==> config.mk <==
export PLATFORM = sky130hd
export DESIGN_NAME = ftc_cdc_handshake_sender
export DESIGN_NICKNAME = d
export VERILOG_FILES = /design/src/rtl/ftc_cdc_handshake_sender.sv
export SDC_FILE = /design/constraint.sdc
export NUM_CORES = 1
export LEC_CHECK = 0
export BUFFER_PORTS_ARGS = -buffer_cell sky130_fd_sc_hd__buf_2
export CORE_MARGIN = 2
export CORE_UTILIZATION = 40
export CTS_BUF_LIST = sky130_fd_sc_hd__clkbuf_4
export DETAILED_ROUTE_END_ITERATION = 10
export GPL_TIMING_DRIVEN = 0
export PLACE_DENSITY = 0.66
export SLEW_MARGIN = 20
export SYNTH_ARGS = -nofsm -noshare
export SYNTH_HDL_FRONTEND = slang
export SYNTH_SLANG_ARGS = --single-unit
export TNS_END_PERCENT = 1
==> constraint.sdc <==
create_clock -name clk -period 4.8 [get_ports clk]
set_clock_uncertainty 0.05 [all_clocks]
set_input_delay 0.96 -clock clk [delete_from_list [all_inputs] [get_ports clk]]
set_output_delay 0.96 -clock clk [all_outputs]
set_load 0.03 [all_outputs]
==> src/rtl/ftc_cdc_handshake_sender.sv <==
// Source-side four-phase req/ack sender for moving a WIDTH-bit word into an
// asynchronous destination domain.
//   clk, rst          : block clock, asynchronous active-high reset
//   test_mode_async   : collapses the ack synchronizer to a single stage
//   src_valid/ready   : word handshake from the source side
//   src_data          : word to transfer
//   xfer_req          : registered request toward the destination
//   xfer_data         : captured word, held until the next capture
//   xfer_ack_async    : destination ack, unsynchronized
//   xfer_done         : one-cycle pulse per transfer acked in time
//   busy              : a transfer is in progress
//   timeout_err       : sticky flag, set when ack never arrived
//   err_clr           : clears timeout_err (a new timeout wins)
module ftc_cdc_handshake_sender #(
    parameter int unsigned WIDTH          = 32,
    parameter int unsigned TIMEOUT_CYCLES = 1023
) (
    input  logic             clk,
    input  logic             rst,
    input  logic             test_mode_async,
    input  logic             src_valid,
    output logic             src_ready,
    input  logic [WIDTH-1:0] src_data,
    output logic             xfer_req,
    output logic [WIDTH-1:0] xfer_data,
    input  logic             xfer_ack_async,
    output logic             xfer_done,
    output logic             busy,
    output logic             timeout_err,
    input  logic             err_clr
);

    localparam int unsigned CNT_W_RAW = $clog2(TIMEOUT_CYCLES + 1);
    localparam int unsigned CNT_W     = (CNT_W_RAW < 1) ? 1 : CNT_W_RAW;
    localparam bit          TIMEOUT_ON = (TIMEOUT_CYCLES != 32'd0);
    localparam logic [CNT_W-1:0] CNT_LAST =
        CNT_W'((TIMEOUT_CYCLES == 32'd0) ? 32'd0 : TIMEOUT_CYCLES - 32'd1);
    localparam logic [CNT_W-1:0] CNT_SAT = '1;

    typedef enum logic [1:0] {
        ST_IDLE = 2'd0,
        ST_REQ  = 2'd1,
        ST_REL  = 2'd2
    } state_t;

    state_t            state;
    state_t            state_nxt;
    logic              ack_s1;
    logic              ack_s2;
    logic              ack_s;
    logic [CNT_W-1:0]  cnt;
    logic [CNT_W-1:0]  cnt_nxt;
    logic              xfer_ok;
    logic              ok_nxt;
    logic              req_nxt;
    logic [WIDTH-1:0]  data_nxt;
    logic              done_nxt;
    logic              err_nxt;
    logic              accept;
    logic              timeout_fire;

    // Ack synchronizer; in test mode both ranks load the raw ack.
    always_ff @(posedge clk or posedge rst) begin
        if (rst) begin
            ack_s1 <= 1'b0;
            ack_s2 <= 1'b0;
        end else begin
            ack_s1 <= xfer_ack_async;
            ack_s2 <= test_mode_async ? xfer_ack_async : ack_s1;
        end
    end

    assign ack_s        = ack_s2;
    assign src_ready    = (state == ST_IDLE) && !ack_s;
    assign busy         = (state != ST_IDLE);
    assign accept       = src_valid && src_ready;
    assign timeout_fire = TIMEOUT_ON && (state == ST_REQ) && !ack_s && (cnt == CNT_LAST);

    // State and registered outputs.
    always_ff @(posedge clk or posedge rst) begin
        if (rst) begin
            state       <= ST_IDLE;
            cnt         <= '0;
            xfer_ok     <= 1'b0;
            xfer_req    <= 1'b0;
            xfer_data   <= '0;
            xfer_done   <= 1'b0;
            timeout_err <= 1'b0;
        end else begin
            state       <= state_nxt;
            cnt         <= cnt_nxt;
            xfer_ok     <= ok_nxt;
            xfer_req    <= req_nxt;
            xfer_data   <= data_nxt;
            xfer_done   <= done_nxt;
            timeout_err <= err_nxt;
        end
    end

    // Next-state logic.
    always_comb begin
        state_nxt = state;
        case (state)
            ST_IDLE: if (accept)                  state_nxt = ST_REQ;
            ST_REQ:  if (ack_s || timeout_fire)   state_nxt = ST_REL;
            ST_REL:  if (!ack_s)                  state_nxt = ST_IDLE;
            default:                              state_nxt = ST_IDLE;
        endcase
    end

    // Next values of the registered outputs and transfer bookkeeping.
    always_comb begin
        req_nxt  = 1'b0;
        data_nxt = xfer_data;
        done_nxt = 1'b0;
        ok_nxt   = xfer_ok;
        cnt_nxt  = cnt;
        err_nxt  = timeout_err & ~err_clr;
        case (state)
            ST_IDLE: begin
                if (accept) begin
                    data_nxt = src_data;
                    req_nxt  = 1'b1;
                    cnt_nxt  = '0;
                    ok_nxt   = 1'b0;
                end
            end
            ST_REQ: begin
                if (ack_s) begin
                    ok_nxt = 1'b1;
                end else if (timeout_fire) begin
                    ok_nxt  = 1'b0;
                    err_nxt = 1'b1;
                end else begin
                    req_nxt = 1'b1;
                    // Saturate so a disabled timeout never wraps the count.
                    if (cnt != CNT_SAT) begin
                        cnt_nxt = cnt + CNT_W'(1);
                    end
                end
            end
            ST_REL: begin
                if (!ack_s) begin
                    done_nxt = xfer_ok;
                end
            end
            default: begin
                req_nxt = 1'b0;
            end
        endcase
    end

endmodule

# Word-level counts from Yosys, hierarchy flattened
# Cells that the tools add are included.
# classes
add_sub_neg	1
eq_ne	11
n_mux	23
bitwise	2
reduce_logical	13
# ops
op	count
$mux W10	4
$pmux W10 S2	1
$mux W1	12
$add A10 B1 Y10 const B	1
$eq A10 B10 Y1 const B	1
$ne A10 B10 Y1 const B	1
$ne A2 B2 Y1 const B	4
$mux W2	3
$pmux W2 S3	1
$reduce_and A3 Y1	2
$reduce_and A5 Y1	1
$logic_and A1 B1 Y1	4
$ne A2 B1 Y1 const B	2
$pmux W1 S2	2
$reduce_bool A2 Y1	2
$ne A3 B3 Y1 const B	1
$eq A2 B1 Y1 const B	1
$eq A2 B2 Y1 const B	1
$logic_not A2 Y1	1
$reduce_and A2 Y1	1
$and A1 B1 Y1	1
$logic_not A1 Y1	1
$logic_or A1 B1 Y1	1
$not A1 Y1	1
# word_totals
register_bits	50
in_bits	38
output_inout_bits	37
word_cells	59

# Longest topological paths before layout
# Gate-level depths: netlist (run 1).
# logic_depth
depth_word	6
depth_mapped	7
depth_no_buf	6

# Worst setup path before layout (run 1)
# OpenSTA, ideal clock, no wires.
# synth_path
kind	reg2out
start	register state[0]
end	output port src_ready
arrival_time_ps	998
required_ps	3790
path_slack_ps	2792
path_stages_with_launch	3
path_buffers	1
cell_sequence	dfrtp_1 -> buf_4 -> nor3_2
# synth_via
elab_chain_len	2
# synth_lines
element	line_no	source
start: declaration	46	state_t state;
start signal: assignment	90	state <= state_nxt;
$logic_not A2 Y1	74	assign src_ready = (state == ST_IDLE) && !ack_s;
$logic_and A1 B1 Y1	74	
end: declaration	22	output logic src_ready,
# Every way passes these cells.

# Final worst setup path (run 1)
# layout_path
start	register state[0]
end	output port busy
# layout_via
elab_chain_len	1
# layout_lines
element	line_no	source
$reduce_bool A2 Y1	75	assign busy = (state != ST_IDLE);
end: declaration	28	output logic busy,
# Every way passes these cells.

==> run_results.csv, run 1 <==
group,metric,value,unit
status,status,"completed",
worst_setup_path,critPathTopFamily,"flip-flops",
placement,portBuffers,74,
sta,maxSlewViolCount,0,
global_route,globalRouteTotalUtil,0.1593,
cts,cts_tree,"built",
synthesis,synth_most_common_cell,"nand2_1",
worst_setup_path,worstSetupEndpointType,"primary output",
hold_path,worstHoldPathType,"reg -> reg",
sta,rsz0062_at_grt,"no",
final_layout,area_growth,24.24,%
synthesis,synth_top_cells_by_count,"104 x nand2_1, 50 x dfrtp_1, 9 x o21ai_0",
global_route,grt_start_max_net_pins,35,
synthesis,async_reset_ff_frac,1.000,
synthesis,synth_cell_types,35,
final_layout,n_antenna_cell,0,
global_route,grt_pass1_vias,1677,
die,io_pins,75,
routing,vias,1856,
sta,setup_viol,0,
sta,max_freq,0.4203,GHz
synthesis,synth_area,0.002225,mm²
routing,post-route-drc-count,0,
synthesis,syn_avg_cell_area,9.426,µm²
worst_setup_path,critical_path_class,"reg -> out",
cts,postCtsSetupBuffers,0,
sta,fin_setup_tns,0,ps
sta,hold_viol,0,
die,dieArea,0.006174,mm²
routing,wl_per_cell,12.18,µm
global_route,antenna_found_initial,0,
worst_setup_path,cp.arrival,1370,ps
worst_setup_path,max_stage_delay,380,ps
die,initial_core_util,0.4090,
sta,max_slew_margin,0.5835,
synthesis,ys_warn_count,0,
synthesis,ys_ff_latch,50,
cts,cts_inserted_buffers,5,
sta,worst_pin_slew,619.0,ps
synthesis,ys_seq_area_frac,0.5624,
final_layout,fillers,544,
cts,holdBufCountCts,0,
synthesis,yosys-top-cells-area,"dfrtp_1 56%, nand2_1 18%, o21ai_0 2.0%",
die,core-area,0.005439,mm²
worst_setup_path,path_cells,"buf_4, or2_2, buf_2",
worst_setup_path,cp-start-kind,"flip-flop",
global_route,grt_pass1_wl,7.748,mm
cts,clockBufferDepth,2,
die,rows,27,
power,power.leakage,0.001498,µW
sta,final.min_clock_period,2379,ps
synthesis,synth.top_cell.area_share,0.5624,
routing,vias_per_cell,4.747,
routing,dr.pass1.iters,4,
synthesis,synth_top_area_cell,"dfrtp_1",
sta,post-route-period-util,0.4956,
power,power,1195,µW
cts,cts_root_buf,"clkbuf_4",
cts,path_clk_slew,140,ps
global_route,grt_overflow,0,
synthesis,synth-edff-count,0,
routing,first_iter_violations,64,
placement,place_congestion,0.7771,
cts,clock_latency,370,ps
run,drv_cap,0,
worst_setup_path,critPathRequiredTime,3790,ps
cts,cts_resized,0,
cts,htreeDepth,2,
worst_setup_path,cp_max_fo,10,
worst_setup_path,critPathSlowestCell,"dfrtp_1",
routing,wl,4.764,mm
final_layout,drive_above_1_share,0.3292,
die,die_x,78.58,µm
routing,ant_nets,0,
worst_setup_path,cp_num_buf_inv,2,
placement,place_hpwl,3.481,mm
die,die_h,78.58,µm
synthesis,synthCells,236,
cts,numClockSinks,50,
synthesis,synth_nets,276,
power,peakVddDrop,0.0001842,V
synthesis,synthFlopType,"dfrtp_1",
power,p_per_area,432.5,mW/mm²
final_layout,nNetsFinal,358,
==> placed cells by master (no fill, tap or decap), types with 3 or more instances in the layout <==
master / n
nor3_1: 3
and4_1: 3
o21ai_0: 9
clkbuf_1: 3
nand3_1: 5
nand2_1: 104
buf_2: 74
mux2_2: 3
clkbuf_4: 5
nor2_1: 5
inv_1: 3
a21oi_1: 8
dfrtp_1: 50
buf_4: 6
nor3_2: 3
==> worst paths after layout <==
check	to	depth (start not counted)	start	slack (ps)
min in group asynchronous	xfer_data[20]	2	rst	510
max in group asynchronous	cnt[7]	3	rst	3670
setup / recovery	busy	3	state[0]	2420
setup reg to reg	cnt[0]	6	cnt[0]	3020
hold reg to reg	xfer_data[10]	2	xfer_data[10]	440
hold / removal	xfer_data[10]	2	xfer_data[10]	440
==> kinds of logic after synthesis <==
kind of cell / share of synthesized area
and+or+nand+nor: 0.3071
DFF: 0.5624
AOI/OAI and AO/OA: 0.06693
buffers and inverters: 0.03712
muxes: 0.01518
adders and majority gates: 0.01125
==> through the flow <==
step | hold WS (ps) | cells | setup WS, ps | instance area [µm²] | utilization
2_1_floorplan | 405.5 | 236 | 2589 | 2225 | -
3_3_place_gp | 402.9 | 382 | 1929 | 2685 | 0.4937
3_5_place_dp | 406.6 | 383 | 2603 | 2705 | 0.4974
4_1_cts | 441.8 | 391 | 2396 | 2764 | 0.5082
5_1_grt | 456.8 | 391 | 2335 | 2764 | 0.5082
6_report | 435.8 | 391 | 2421 | 2764 | 0.5082
==> final cells by class <==
cell class / count / area (µm²) / area share
Timing Repair Buffer: 75 / 390.4 / 0.1412
Clock inverter: 3 / 21.27 / 0.007696
Buffer: 10 / 67.56 / 0.02445
Clock buffer: 5 / 37.54 / 0.01358
Sequential cell: 50 / 1251 / 0.4527
Tap cell: 72 / 90.09 / 0.03259
Multi-Input combinational cell: 172 / 890.9 / 0.3223
Inverter: 4 / 15.01 / 0.005432
==> sequential cells by signal, summed over array words and instances, names as in the netlist <==
name / count
ack_s: 1
ack_s1: 1
cnt: 10
state: 2
timeout_err: 1
xfer_data: 32
xfer_done: 1
xfer_ok: 1
xfer_req: 1
==> power by group <==
group          switching (µW)  total (µW)  internal (µW)
clock                     134         192           57.6
sequential               47.8         561            513
combinational             309         442            133
total                     491        1200            704
==> layer usage <==
metal,routed length [µm],part of all wire,global-route usage
met4,73,0.015,0.06316
met5,0,0,0
met2,2288,0.48,0.2650
met3,222,0.047,0.02529
met1,2180,0.46,0.2082
==> worst reg2reg max path, stage by stage (launching register included) <==
cell,delay (ps)
dfrtp_1,450
inv_1,70
ha_1,210
nor2b_1,150
o2111ai_2,300
nand2_1,160
mux2_2,300
Power figures use the tool's default switching activity.
==> run 2: changes to the inputs <==
- PLACE_DENSITY: 0.66 -> 0.68
- clock period: 4.8 -> 2 ns (I/O delays scaled with it)
==> run 2 against run 1 <==
- final area increased by 0.36%
- sequential power increased by 140%
- first-iteration DRC count increased by 28%
- clock-buffer cell count unchanged
- total power increased by 140%
- largest cell class unchanged
==> run_results.csv, run 2 (synthesized netlist as in run 1, its figures left out) <==
group,metric,value,unit
sta,hold_viol,0,
placement,place_hpwl,3.492,mm
power,power,2892,µW
global_route,globalRouteTotalUtil,0.1614,
final_layout,area_growth,24.69,%
cts,clockBufferDepth,2,
routing,first_iter_violations,82,
final_layout,regMostFlops,"xfer_data",
cts,numClockSinks,50,
final_layout,drive_above_1_share,0.3281,
power,peakVddDrop,0.0005395,V
global_route,grt_pass1_wl,7.976,mm
worst_setup_path,cp-start-kind,"flip-flop",
die,initial_core_util,0.4090,
hold_path,worst_hold_path.endpoint,"ack_s1",
routing,wl_per_cell,12.13,µm
power,p_per_area,1043,mW/mm²
worst_setup_path,r2r_end,"cnt[1]",
hold_path,worstHoldPathType,"in -> reg",
routing,ant_nets,0,
final_layout,fin_util,0.5100,
routing,wl,4.756,mm
final_layout,largest_reg_flops,32,
cts,cts_inserted_buffers,5,
cts,path_clk_slew,140,ps
sta,rsz0062_at_grt,"no",
die,io_pins,75,
die,rows,27,
sta,final.min_clock_period,1830,ps
worst_setup_path,critPathRequiredTime,1550,ps
final_layout,instances_no_fill,392,
worst_setup_path,max_stage_delay,380,ps
placement,place_congestion,0.7582,
global_route,grt_overflow,0,
worst_setup_path,cp.arrival,1380,ps
cts,clock_latency,370,ps
routing,dr.pass1.iters,4,
worst_setup_path,r2r_cells,6,
worst_setup_path,critPathSlowestCell,"dfrtp_1",
worst_setup_path,worstReg2RegStart,"cnt[0]",
die,die_h,78.58,µm
cts,htreeDepth,2,
sta,maxSlewViolCount,0,
global_route,grt_pass1_vias,1756,
final_layout,layout_common_cells,"104 x nand2_1, 74 x buf_2, 50 x dfrtp_1",
routing,vias_per_cell,4.778,
cts,cts_root_buf,"clkbuf_4",
sta,post-route-period-util,0.9151,
worst_setup_path,worstSetupEndpointType,"primary output",
cts,cts_tree,"built",
routing,vias,1873,
global_route,grt_start_max_net_pins,34,
run,drv_cap,0,
status,status,"completed",
worst_setup_path,critical_path_class,"reg -> out",
worst_setup_path,cp_max_fo,10,
final_layout,n_antenna_cell,0,
die,core-area,0.005439,mm²
global_route,antenna_found_initial,0,
placement,dp.cells,383,
die,dieArea,0.006174,mm²
final_layout,nNetsFinal,359,
routing,post-route-drc-count,0,
sta,fin_hold_ws,103.0,ps
sta,max_slew_margin,0.5244,
hold_path,holdPathStages,1,
power,power.leakage,0.001502,µW
final_layout,top_regs,"xfer_data x32, cnt x10, state x2",
final_layout,final_common_cell,"nand2_1",
worst_setup_path,cp-startpoint,"state[0]",
placement,portBuffers,74,
worst_setup_path,path_cells,"buf_4, nor3_2, buf_2",
hold_path,hold_start,"xfer_ack_async",
sta,max_freq,0.5464,GHz
worst_setup_path,r2r_slack,210,ps
die,die_x,78.58,µm
sta,worst_pin_slew,706.9,ps
sta,setup_viol,0,
[run 2: cell count changes in the layout (fill, tap and decap cells not counted)]
cell | previous run | this run
dlygate4sd3_1 | 0 | 1
[run 2: how the worst max path moves through the flow]
stage	end	cells after the start
finish	src_ready	3
global route	cnt[1]	6
CTS	src_ready	3
detailed placement	cnt[1]	6
global placement	cnt[2]	2
floorplan	xfer_data[0]	6
[run 2: what timing repair did]
item,CTS,global route
hold buffers,1,0
setup buffers,0,0
gates resized for setup,0,0
endpoints found under the hold margin,17,0
[run 2: where the power goes]
part	total [µW]	leakage, µW	internal (µW)	switching (µW)
Combinational	1070	0.000831	321	750
Clock	468	0.0000328	138	330
Sequential	1350	0.000638	1230	121
[run 2: critical path, delay by kind of cell (launching register included)]
kind | cells | cell delay (ps)
buffers and inverters | 2 | 410
flip-flops | 1 | 380
AND/OR/NAND/NOR | 1 | 230
[run 2: layout make-up]
type / count / area [µm²]
repair buffers: 76 / 400.4
inverters: 4 / 15.01
fillers: 524 / 2665
flip-flops and latches: 50 / 1251
clock inverters: 3 / 21.27
plain buffers: 10 / 67.56
multi-input cells: 172 / 890.9
well taps: 72 / 90.09
clock buffers: 5 / 37.54
[run 2: per-layer routing]
metal,vias to the layer above,global-route usage,wire (µm)
li1,942,-,-
met3,6,0.03563,181
met5,-,0,0
met4,0,0.05614,80
met1,885,0.2184,2207
met2,40,0.2564,2287
[run 2: stage by stage]
step                setup WS, ps  cell area, µm²  TNS [ps]
finish                     169.7            2774         0
global route               54.72            2774         0
CTS                        149.8            2774         0
detailed placement         236.7            2705         0
global placement          -297.4            2685    -14780
floorplan                  262.6            2225         0
